<file path="src/rtl/kanagawa_fifo_ptrs_ex.sv">
// Purpose : pointer/occupancy/flag controller for a circular FIFO with external RAM.
// Latency : all outputs registered; a request sampled at edge N is visible after edge N.
// Backpressure: pushes gated by full_out, pops gated by empty_out; gated requests are no-ops.
//
// Ports:
//   clk, rst          - rising-edge clock, synchronous active-high reset
//   wrreq_in          - push request; full_out / almost_full_out report fill level
//   wrptr_out         - RAM index the next push writes
//   usedw_out         - occupancy 0..DEPTH
//   rdreq_in          - pop request; empty_out / almost_empty_out report drain level
//   rdptr_out         - RAM index of the current head entry
// Optional: define KANAGAWA_FIFO_PTRS_CHECK_EN to compile simulation-only protocol checks.
module kanagawa_fifo_ptrs_ex #(
  parameter int DEPTH               = 27,
  parameter int ALMOST_FULL_MARGIN  = 5,
  parameter int ALMOST_EMPTY_MARGIN = 3,
  localparam int LOG_DEPTH          = $clog2(DEPTH)
) (
  input  logic                 clk,
  input  logic                 rst,
  input  logic                 wrreq_in,
  output logic                 full_out,
  output logic                 almost_full_out,
  output logic [LOG_DEPTH-1:0] wrptr_out,
  output logic [LOG_DEPTH:0]   usedw_out,
  input  logic                 rdreq_in,
  output logic                 empty_out,
  output logic                 almost_empty_out,
  output logic [LOG_DEPTH-1:0] rdptr_out
);

  localparam logic [LOG_DEPTH-1:0] LAST_IDX = LOG_DEPTH'(DEPTH - 1);
  localparam logic [LOG_DEPTH:0]   DEPTH_W  = (LOG_DEPTH+1)'(DEPTH);
  localparam logic [LOG_DEPTH:0]   AF_THR   = (LOG_DEPTH+1)'(DEPTH - ALMOST_FULL_MARGIN);
  localparam logic [LOG_DEPTH:0]   AE_THR   = (LOG_DEPTH+1)'(ALMOST_EMPTY_MARGIN);

  logic                 we;
  logic                 re;
  logic [LOG_DEPTH-1:0] wrptr_nxt;
  logic [LOG_DEPTH-1:0] rdptr_nxt;
  logic [LOG_DEPTH:0]   usedw_nxt;

  always_comb begin
    we        = wrreq_in & ~full_out;
    re        = rdreq_in & ~empty_out;
    wrptr_nxt = wrptr_out;
    rdptr_nxt = rdptr_out;
    usedw_nxt = usedw_out;

    // Explicit wrap at DEPTH-1 so non-power-of-two depths index the RAM correctly.
    if (we) wrptr_nxt = (wrptr_out == LAST_IDX) ? '0 : wrptr_out + LOG_DEPTH'(1);
    if (re) rdptr_nxt = (rdptr_out == LAST_IDX) ? '0 : rdptr_out + LOG_DEPTH'(1);

    unique case ({we, re})
      2'b10:   usedw_nxt = usedw_out + (LOG_DEPTH+1)'(1);
      2'b01:   usedw_nxt = usedw_out - (LOG_DEPTH+1)'(1);
      default: usedw_nxt = usedw_out;
    endcase
  end

  always_ff @(posedge clk) begin
    if (rst) begin
      wrptr_out        <= '0;
      rdptr_out        <= '0;
      usedw_out        <= '0;
      // Full is held high in reset so no writer can push before the block is live.
      full_out         <= 1'b1;
      almost_full_out  <= 1'b1;
      empty_out        <= 1'b1;
      almost_empty_out <= 1'b1;
    end else begin
      wrptr_out        <= wrptr_nxt;
      rdptr_out        <= rdptr_nxt;
      usedw_out        <= usedw_nxt;
      // Flags derive from the next occupancy so they line up with usedw_out.
      full_out         <= (usedw_nxt == DEPTH_W);
      almost_full_out  <= (usedw_nxt > AF_THR);
      empty_out        <= (usedw_nxt == '0);
      almost_empty_out <= (usedw_nxt <= AE_THR);
    end
  end

`ifdef KANAGAWA_FIFO_PTRS_CHECK_EN
  always @(posedge clk) begin
    if (!rst) begin
      assert (!(wrreq_in && full_out))
        else $error("kanagawa_fifo_ptrs_ex: push while full");
      assert (!(rdreq_in && empty_out))
        else $error("kanagawa_fifo_ptrs_ex: pop while empty");
      assert (usedw_out <= DEPTH_W)
        else $error("kanagawa_fifo_ptrs_ex: usedw above DEPTH");
    end
  end
`endif

endmodule

</file>
<file path="config.mk">
export PLATFORM = sky130hd
export DESIGN_NAME = kanagawa_fifo_ptrs_ex
export DESIGN_NICKNAME = d
export VERILOG_FILES = /design/src/rtl/kanagawa_fifo_ptrs_ex.sv
export SDC_FILE = /design/constraint.sdc
export NUM_CORES = 1
export LEC_CHECK = 0
export CAP_MARGIN = 20
export CELL_PAD_IN_SITES_DETAIL_PLACEMENT = 1
export CELL_PAD_IN_SITES_GLOBAL_PLACEMENT = 1
export CORE_AREA = 3 3 61 63
export CTS_BUF_LIST = sky130_fd_sc_hd__clkbuf_4 sky130_fd_sc_hd__clkbuf_8 sky130_fd_sc_hd__clkbuf_16
export CTS_CLUSTER_SIZE = 25
export DETAILED_ROUTE_END_ITERATION = 6
export DIE_AREA = 0 0 64 66
export PLACE_DENSITY_LB_ADDON = 0.1
export SLEW_MARGIN = 20
export SYNTH_ARGS = -nofsm -noshare
export SYNTH_HDL_FRONTEND = slang
export SYNTH_SLANG_ARGS = --single-unit
</file>
<file path="constraint.sdc">
create_clock -name clk -period 8.1 [get_ports clk]
set_input_delay 1.62 -clock clk [delete_from_list [all_inputs] [get_ports clk]]
set_output_delay 1.62 -clock clk [all_outputs]
set_load 0.02 [all_outputs]
</file>
==> impl_metrics.json <==
{
  "status": "finished, final reports clean",
  "grt_max_degree": 22,
  "slew_viol_final": 0,
  "cap_viol_max_count": 0,
  "postCtsResizedCells": 0,
  "reg2reg_to": "almost_full_out",
  "synth_warnings": 0,
  "slowest_stage": "or4b_1",
  "utilization_pct": 49.0,
  "track_usage_pct": 18.9,
  "root_buffer": "clkbuf_4",
  "finalSetupTns_ps": 0,
  "drt-total-wl_um": 3570,
  "drt-initial-drc-count": 50,
  "fin_ws_ps": 3830,
  "ys_types": 49,
  "ff_latch_area_sq_um": 400,
  "dp_hpwl_um": 2680,
  "crit_start": "wrreq_in",
  "cp_top_family": "simple AND/OR/NAND/NOR gates",
  "timing.rr.start": "full_out",
  "cts_sinks": 20,
  "numCtsBuffers": 3,
  "synth_area_sq_mm": 0.00136,
  "yosysSeqAreaShare_pct": 29.4,
  "synth_ff_type": "dfxtp_1",
  "crit_fanout": 14,
  "min_period_over_period_pct": 52.7,
  "path_depth": 11,
  "die_w_um": 64,
  "critPathLaunchType": "input pin",
  "syn2layout_area_growth_pct": 18.3,
  "total_power_uw": 386,
  "cts_hold_buf": 0,
  "antenna_found_initial": 0,
  "syn-instance-count": 161,
  "worstPathArrival_ps": 4540,
  "vias_per_cell": 5.64,
  "synth.net_count": 171,
  "synth-edff-count": 0,
  "gr-total-overflow": 0,
  "hold_path_class": "register to register",
  "hold_violations": 0,
  "wl_per_cell_um": 16.0,
  "worstMarginPinSlew_ps": 852,
  "grt_pass1_wl_um": 6160,
  "clock_latency_ps": 310,
  "cts_tree": "yes",
  "postCtsSetupRepairBufs": 0,
  "r2r_setup_slack_ps": 5270,
  "syn_avg_cell_area_sq_um": 8.46,
  "vias": 1257,
  "die_h_um": 66,
  "path_clk_slew_ps": 120,
  "nNetsFinal": 188,
  "path_cells": "clkdlybuf4s50_1 -> nor2b_4 -> nor2_1 -> xor2_1 -> ha_1 -> or4_4 -> nor3_2 -> a21oi_2 -> or4b_1 -> a21oi_1 -> a211o_1",
  "diodes": 0,
  "p_leak_nw": 0.582,
  "cp-end-kind": "register",
  "fin_skew_ps": 2.56,
  "powerDensity_mw_per_mm2": 240,
  "critPathKind": "input pin to register",
  "slowest_delay_ps": 500,
  "drt_first_pass_iters": 4,
  "reg2reg_depth": 10,
  "fillers": 409,
  "dpl_worst_slack_ps": 3490,
  "place.gp.congestion": 0.920,
  "crit_buf_inv": 1,
  "rows": 21,
  "cts_buffer_depth": 2,
  "start_util_pct": 41.4,
  "setup_violations": 0,
  "peakVddDrop_mv": 0.0997,
  "htree_levels": 1,
  "grt_pass1_vias": 1299,
  "period_needed_ps": 4270,
  "ios": 24,
  "layout-drive-gt1-share_pct": 6.78,
  "multi_input_area_sq_um": 856,
  "synth-seq-cells": 20,
  "relSlewSlack_pct": 42.5,
  "core_sq_mm": 0.00328,
  "rsz0062_at_grt": "false",
  "die-area_sq_mm": 0.00422,
  "worstPathRequired_ps": 8370,
  "max_freq_mhz": 234,
  "port_buffers": 23,
  "ant_nets": 0,
  "ys_async_sr_fraction_pct": 0,
  "endpoint": "almost_full_out",
  "route.detailed.drc": 0
}
-- cells by family (layout without fill, tap and decap cells) --
group / after synthesis / count (layout) / synth area share (%)
buffers and inverters: 19 / 35 / 7.72
and+or+nand+nor: 66 / 66 / 28.4
DFF: 20 / 20 / 29.4
muxes: 3 / 3 / 2.21
xor gates and xnor gates: 13 / 13 / 8.36
adders and majority gates: 6 / 6 / 5.51
AOI/OAI and AO/OA: 34 / 34 / 18.4
-- registers in the layout (all words and copies together), names as in the netlist --
signal	flops
wrptr_out	5
empty_out	1
usedw_out	6
full_out	1
rdptr_out	5
almost_full_out	1
almost_empty_out	1
-- worst min-delay path by stage --
stage	from	end	slack, ps	depth (start not counted)
2_1_floorplan	rdptr_out[1]	rdptr_out[1]	600	2
3_3_place_gp	rdptr_out[4]	rdptr_out[4]	520	2
3_5_place_dp	wrptr_out[4]	wrptr_out[4]	530	2
4_1_cts	wrptr_out[4]	wrptr_out[4]	560	2
5_1_grt	wrptr_out[1]	wrptr_out[1]	620	2
6_report	wrptr_out[4]	wrptr_out[4]	560	2
-- worst register-to-register path, cell delays in order (launching register included) --
cell,delay [ps]
dfxtp_1,360
nor2b_4,330
nor2_1,150
xor2_1,170
ha_1,240
or4_4,490
nor3_2,160
a21oi_2,130
or4b_1,500
a21oi_1,140
a211o_1,110
-- cells in the final DEF, fill, tap and decap left out, drive strengths merged, types with 2 or more instances in the layout --
master / netlist / final
a211o: 2 / 2
a211oi: 3 / 3
a21o: 2 / 2
a21oi: 8 / 8
and2: 2 / 2
and4: 2 / 2
clkbuf: 2 / 4
clkdlybuf4s50: 0 / 23
dfxtp: 20 / 20
ha: 6 / 6
inv: 8 / 8
mux2i: 3 / 3
nand2: 7 / 7
nand2b: 4 / 4
nand3: 4 / 4
nand3b: 3 / 3
nand4: 6 / 6
nand4b: 2 / 2
nor2: 18 / 18
nor3: 5 / 5
nor3b: 2 / 2
nor4: 4 / 4
o2111ai: 2 / 2
o21ai: 4 / 4
o31ai: 2 / 2
o41ai: 2 / 2
or3: 3 / 3
xnor2: 5 / 5
xor2: 8 / 8
-- final cells by class --
type,instances,area share [%]
clock buffers,4,2.25
inverters,8,1.86
multi-input cells,122,53.1
flip-flops and latches,20,24.9
well taps,46,3.57
repair buffers,23,14.3
-- per-layer routing --
layer / GRT usage, % / vias up / part of all wire [%]
met1: 21.1 / 607 / 44
met4: 9.70 / 0 / 3.1
li1: - / 619 / -
met5: 0 / - / 0
met3: 2.89 / 7 / 2.9
met2: 34.5 / 24 / 50
-- power by group --
part	switching (mW)	internal (mW)
registers	0.0269	0.114
logic	0.104	0.0806
clock network	0.0336	0.0275
total	0.164	0.222
-- cell usage after synthesis (2+ instances only) --
| library cell | number | area [sq um] |
|---|---|---|
| xnor2_1 | 5 | 43.8 |
| or3_1 | 3 | 18.8 |
| and4_1 | 2 | 17.5 |
| nand3b_1 | 3 | 22.5 |
| nand3_1 | 4 | 20.0 |
| buf_6 | 2 | 22.5 |
| a21o_1 | 2 | 15.0 |
| a211o_1 | 2 | 17.5 |
| nor4_1 | 4 | 25.0 |
| nand4b_1 | 2 | 17.5 |
| ha_1 | 6 | 75.1 |
| clkbuf_1 | 2 | 7.51 |
| a211oi_1 | 3 | 22.5 |
| mux2i_1 | 3 | 30.0 |
| o31ai_1 | 2 | 15.0 |
| a21oi_1 | 7 | 35.0 |
| inv_2 | 2 | 7.51 |
| dfxtp_1 | 20 | 400 |
| nor3b_1 | 2 | 15.0 |
| xor2_1 | 8 | 70.1 |
| o2111ai_1 | 2 | 17.5 |
| nand2b_1 | 3 | 18.8 |
| nand2_1 | 7 | 26.3 |
| o21ai_1 | 2 | 10.0 |
| o41ai_1 | 2 | 17.5 |
| nor2_1 | 18 | 67.6 |
| and2_1 | 2 | 12.5 |
| buf_2 | 6 | 30.0 |
| nand4_1 | 6 | 37.5 |
| inv_1 | 6 | 22.5 |
| nor3_1 | 4 | 20.0 |
| o21ai_0 | 2 | 10.0 |
-- metrics by stage --
| step | hold slack [ps] | area, sq um | cells |
|---|---|---|---|
| final | 558 | 1610 | 223 |
| after global routing | 617 | 1610 | 223 |
| after CTS | 563 | 1610 | 223 |
| after detailed placement | 534 | 1570 | 219 |
| after global placement | 522 | 1570 | 219 |
| after floorplan | 602 | 1360 | 161 |
(Power assumes the default switching activity.)
